## src/rtl/jzjpcc_exmem_resultstage.sv

```systemverilog
// Execute->memory pipeline register for the ALU result path: captures result and control,
// qualifies write/load/store strobes, and provides the bypass value back to execute.
module jzjpcc_exmem_resultstage #(
  parameter int PC_MAX_B = 15
) (
  input  logic               clock,
  input  logic               n_reset,
  input  logic               stall_memory,
  input  logic               flush_memory,
  input  logic               valid_execute,
  input  logic [31:0]        aluResult_execute,
  input  logic [31:0]        rs2_execute,
  input  logic [31:0]        immediate_execute,
  input  logic [PC_MAX_B:2]  currentPC_execute,
  input  logic [4:0]         rdAddr_execute,
  input  logic               rdWrite_execute,
  input  logic [1:0]         wbSrc_execute,
  input  logic               memRead_execute,
  input  logic               memWrite_execute,
  input  logic [2:0]         funct3_execute,
  output logic               valid_memory,
  output logic [31:0]        aluResult_memory,
  output logic [31:0]        rs2_memory,
  output logic [31:0]        linkAddr_memory,
  output logic [31:0]        immediate_memory,
  output logic [4:0]         rdAddr_memory,
  output logic               rdWrite_memory,
  output logic [1:0]         wbSrc_memory,
  output logic               memRead_memory,
  output logic               memWrite_memory,
  output logic [2:0]         funct3_memory,
  output logic [31:0]        forwardValue_memory,
  output logic               forwardValid_memory,
  output logic               loadPending_memory
);

  logic              valid_r;
  logic [31:0]       alu_result_r;
  logic [31:0]       rs2_r;
  logic [31:0]       link_addr_r;
  logic [31:0]       immediate_r;
  logic [4:0]        rd_addr_r;
  logic              rd_write_r;
  logic [1:0]        wb_src_r;
  logic              mem_read_r;
  logic              mem_write_r;
  logic [2:0]        funct3_r;

  logic [PC_MAX_B:0] link_sum_s;
  logic [31:0]       link_ext_s;
  logic              rd_write_qual_s;
  logic [31:0]       forward_value_s;

  // PC+4 at PC width so the last word wraps to zero, then zero-extend
  assign link_sum_s      = {currentPC_execute, 2'b00} + {{(PC_MAX_B-2){1'b0}}, 3'b100};
  assign rd_write_qual_s = valid_execute & rdWrite_execute & (rdAddr_execute != 5'd0);

  // zero-extension of the link address to a full register word
  always_comb begin
    link_ext_s = 32'h0000_0000;
    link_ext_s[PC_MAX_B:0] = link_sum_s;
  end

  // pipeline register: flush clears the strobes only, stall holds everything
  always_ff @(posedge clock or negedge n_reset) begin
    if (!n_reset) begin
      valid_r      <= 1'b0;
      alu_result_r <= 32'h0000_0000;
      rs2_r        <= 32'h0000_0000;
      link_addr_r  <= 32'h0000_0000;
      immediate_r  <= 32'h0000_0000;
      rd_addr_r    <= 5'd0;
      rd_write_r   <= 1'b0;
      wb_src_r     <= 2'b00;
      mem_read_r   <= 1'b0;
      mem_write_r  <= 1'b0;
      funct3_r     <= 3'd0;
    end else if (flush_memory) begin
      valid_r      <= 1'b0;
      rd_write_r   <= 1'b0;
      mem_read_r   <= 1'b0;
      mem_write_r  <= 1'b0;
    end else if (!stall_memory) begin
      valid_r      <= valid_execute;
      alu_result_r <= aluResult_execute;
      rs2_r        <= rs2_execute;
      link_addr_r  <= link_ext_s;
      immediate_r  <= immediate_execute;
      rd_addr_r    <= rdAddr_execute;
      rd_write_r   <= rd_write_qual_s;
      wb_src_r     <= wbSrc_execute;
      mem_read_r   <= valid_execute & memRead_execute;
      mem_write_r  <= valid_execute & memWrite_execute;
      funct3_r     <= funct3_execute;
    end
  end

  // bypass value selection; load data is not available yet, so ALU result stands in
  always_comb begin
    forward_value_s = alu_result_r;
    case (wb_src_r)
      2'b00:   forward_value_s = alu_result_r;
      2'b01:   forward_value_s = alu_result_r;
      2'b10:   forward_value_s = link_addr_r;
      2'b11:   forward_value_s = immediate_r;
      default: forward_value_s = alu_result_r;
    endcase
  end

  assign valid_memory        = valid_r;
  assign aluResult_memory    = alu_result_r;
  assign rs2_memory          = rs2_r;
  assign linkAddr_memory     = link_addr_r;
  assign immediate_memory    = immediate_r;
  assign rdAddr_memory       = rd_addr_r;
  assign rdWrite_memory      = rd_write_r;
  assign wbSrc_memory        = wb_src_r;
  assign memRead_memory      = mem_read_r;
  assign memWrite_memory     = mem_write_r;
  assign funct3_memory       = funct3_r;
  assign forwardValue_memory = forward_value_s;
  assign forwardValid_memory = rd_write_r & (wb_src_r != 2'b01);
  assign loadPending_memory  = valid_r & mem_read_r;

endmodule
```

## config.mk

```make
export PLATFORM = sky130hd
export DESIGN_NAME = jzjpcc_exmem_resultstage
export DESIGN_NICKNAME = d
export VERILOG_FILES = /design/src/rtl/jzjpcc_exmem_resultstage.sv
export SDC_FILE = /design/constraint.sdc
export NUM_CORES = 1
export LEC_CHECK = 0
export ABC_AREA = 1
export CAP_MARGIN = 20
export CORE_MARGIN = 2
export CORE_UTILIZATION = 34
export CTS_CLUSTER_SIZE = 24
export DETAILED_ROUTE_END_ITERATION = 8
export HOLD_SLACK_MARGIN = 0.02
export PLACE_DENSITY = 0.69
export RECOVER_POWER = 25
export SLEW_MARGIN = 30
export SYNTH_ARGS = -nofsm -noshare
export SYNTH_HDL_FRONTEND = slang
export SYNTH_SLANG_ARGS = --single-unit
```

## constraint.sdc

```tcl
create_clock -name clock -period 1.4 [get_ports clock]
set_clock_uncertainty 0.05 [all_clocks]
set_input_delay 0.28 -clock clock [delete_from_list [all_inputs] [get_ports clock]]
set_output_delay 0.28 -clock clock [all_outputs]
set_load 0.01 [all_outputs]
```

==> qor.csv <==
stage,metric,value,unit
clock_tree,Skew-Pair Late Insertion Delay,410,ps
sta,RSZ-0062 raised after global routing,yes,
sta,final setup fails,37,
worst_setup_path,launching element type of the critical path,flip-flop,
cells_and_area,fraction of layout cells with a size suffix above 1,26.7,%
clock_tree,depth of the CTS H-tree,4,
global_routing,vias in the first global route,5877,
sta,crit share post-route,136,%
global_routing,largest net degree at the start of global routing,47,
floorplanning,Core ar.,16300,µm²
sta,relative max-transition margin,46.6,%
clock_tree,CTS tree,yes,
pwr,switching power,3.42,mW
outcome,status,"complete, but fails checks",
clock_tree,Root Driver,clkbuf_16,
detailed_routing,drc violations,0,
synth,Yosys top cell area share,55.2,%
worst_setup_path,reg-to-reg startpoint,linkAddr_memory[15]$_DFFE_PN0P_,
clock_tree,CTS max path bufs,2,
pwr,P per Cell Area,1190,nW/µm²
synth,Synth area leader,dfrtp_1,
sta,Final Max Slew Viols,0,
placed_design,IO Port Bufs,285,
cells_and_area,design area,10100,µm²
clock_tree,clk sinks,124,
cells_and_area,final core occ,61.7,%
floorplanning,IO Pins,304,
pwr,Gate power share,29.3,%
detailed_routing,Routed Antenna Nets,0,
synth,ranking of synthesized cells by area,"dfrtp_1 55%, nand2_1 17%, o21ai_0 6.2%, inv_1 5.3%, buf_6 3.4%",
synth,Yosys Warn Count,0,
cells_and_area,Final #Nets,1182,
synth,ys flop type,dfrtp_1,
sta,Fmax achieved,524,MHz
worst_hold_path,Hold Path Depth,3,
global_routing,global-route wire length before repair,31100,µm
synth,Async SR Flop Fraction,100,%
worst_setup_path,peak fanout along the critical path,28,
flow_run,Max Cap Viol,0,
worst_setup_path,Setup crit end kind,output pin,
worst_hold_path,worst min-delay path category,in -> reg,
worst_setup_path,Worst Path Required,1070,ps
sta,final worst setup slack,-510,ps
worst_hold_path,hold path endpoint,rs2_memory[18]$_DFFE_PN0P_,
worst_setup_path,reg2reg setup slack,470,ps
synth,post-synthesis sequential area ratio,55.2,%
synth,Post-synth EDFFs,0,
pwr,Leakage,5.05,nW
detailed_routing,WL final,20200,µm
floorplanning,Die H,133,µm
synth,"flops & latches, synth",124,
pwr,sequential power share,35.9,%
synth,"Avg Cell Area, Syn",8.52,µm²
floorplanning,Std-Cell Rows,47,
placed_design,Post-DP Area,9400,µm²
floorplanning,initial core utilization,34.4,%
synth,synth unique cells,23,
placed_design,Final Wtd Congestion,0.855,
worst_setup_path,reg2reg end,linkAddr_memory[15]$_DFFE_PN0P_,
pwr,worst vdd ir,0.765,mV
sta,setup TNS,-14950,ps
sta,fin crit period,1910,ps
floorplanning,Die Width,133,µm
detailed_routing,drt first pass iters,7,
global_routing,initial antenna violation count,0,
sta,Fin. Hold Viols,0,
floorplanning,die area,17600,µm²
pwr,Pint,8.63,mW
detailed_routing,DR WL/cell,15.8,µm
placed_design,Post-DP HPWL,15300,µm
outcome,failing checks,setup timing,
detailed_routing,via count,5878,
detailed_routing,initial drt markers,256,
synth,Mapped Area,5620,µm²
worst_setup_path,Worst EP arrival,1580,ps
cells_and_area,area growth from synthesis to layout,79.4,%
detailed_routing,vias per cell,4.58,
pwr,sw frac,28.4,%
clock_tree,Worst-path clk slew,50,ps
worst_setup_path,Setup CP Type,reg -> out,
clock_tree,TritonCTS Buffers,17,
worst_hold_path,worst hold start,rs2_execute[18],
sta,Worst Max-Slew Pin Slew,801,ps
global_routing,gr ovfl total,0,
synth,Mapped Cells,660,
pwr,Clk pwr share,34.8,%
cells_and_area,# diodes,0,
global_routing,all-layer global routing usage,22.9,%
worst_setup_path,Worst Reg-to-Reg Cells,4,
placed_design,Place WS,-475,ps
sta,hold slack final,353,ps
layout by cell type, fill, tap and decap left out, drive strengths merged:
cell type,count
o21bai,1
a21oi,1
clkinvlp,2
buf,198
clkdlybuf4s15,46
nand2,248
nand3,19
o221ai,14
xor2,3
conb,18
inv,81
nand4,6
o21ai,71
nor2,17
clkdlybuf4s50,126
o22ai,18
dlygate4sd2,11
a31oi,3
ha,1
dfrtp,124
clkbuf,48
bufinv,2
dlygate4sd3,1
clkinv,4
metrics by stage:
stage | instances | total power, mW
after floorplan | 677 | 5.49
after global placement | 1241 | 7.88
after detailed placement | 1241 | 7.92
after CTS | 1282 | 11.9
after global routing | 1283 | 12.6
final | 1283 | 12.0
sequential cells by signal (all words and copies together), names as in the netlist:
name and count:
rdAddr_memory 5, rdWrite_memory 1, valid_memory 1, linkAddr_memory 14
memRead_memory 1, funct3_memory 3, rs2_memory 32, aluResult_memory 32
memWrite_memory 1, wbSrc_memory 2, immediate_memory 32
routing by layer:
layer / track usage, % / wire length (µm)
met2: 39.0 / 9840
met3: 8.20 / 1810
met4: 7.83 / 473
met1: 26.9 / 8110
met5: 0 / 0
power groups by stage:
stage          clock network (mW)  registers (mW)  logic [mW]
3_3_place_gp                    0            4.36        3.52
6_report                     4.20            4.32        3.52
5_1_grt                      4.44            4.38        3.80
3_5_place_dp                    0            4.37        3.55
4_1_cts                      4.27            4.31        3.33
2_1_floorplan                   0            4.55       0.931
how the worst max path moves through the flow:
| stage | from | end | slack, ps | depth (start not counted) |
|---|---|---|---|---|
| floorplan | wbSrc_memory[1]$_DFFE_PN0P_ | forwardValue_memory[10] | 5 | 6 |
| global placement | wbSrc_memory[1]$_DFFE_PN0P_ | forwardValue_memory[13] | -420 | 6 |
| detailed placement | wbSrc_memory[1]$_DFFE_PN0P_ | forwardValue_memory[8] | -480 | 6 |
| CTS | wbSrc_memory[1]$_DFFE_PN0P_ | forwardValue_memory[27] | -500 | 4 |
| global route | wbSrc_memory[0]$_DFFE_PN0P_ | forwardValue_memory[15] | -580 | 6 |
| finish | wbSrc_memory[1]$_DFFE_PN0P_ | forwardValue_memory[28] | -510 | 4 |
repair_timing:
item | in CTS | in global routing
hold endpoints to repair | 81 | 0
endpoints found under the setup margin | 158 | 109
hold buffers | 1 | 0
pin swaps | 0 | 2
buffers inserted | 17 | 13
resized for setup | 503 | 112
critical path, cell delays in order (launching register included):
cell           delay, ps
dfrtp_2              450
nand2_2              110
buf_12               190
o22ai_1              110
dlygate4sd2_1        300
Yosys cell counts (all sizes together) (6+ instances only):
cell / n
o21ai: 71
inv: 81
clkbuf: 8
o221ai: 14
buf: 44
nand2: 248
dfrtp: 124
nand3: 19
o22ai: 18
nor2: 17
nand4: 6
cell type report:
class	instances	area, µm²
Inverter	81	304
Clock buffer	21	460
Timing Repair Buffer	409	3890
Multi-Input combinational cell	420	1960
Tap cell	220	275
Clock inverter	8	95.1
Fill cell	1464	6260
Sequential cell	124	3110
kinds of logic (layout without fill, tap and decap cells):
group,after synthesis,in the layout,synth area share [%]
compound gates,108,108,11.1
xor+xnor,3,3,0.467
fa+ha+maj,1,1,0.222
buf+inv,133,519,12.7
flops,124,124,55.2
other cells,1,18,0.0667
simple gates,290,290,20.3
Note: power is estimated with default switching activity, not from simulation.
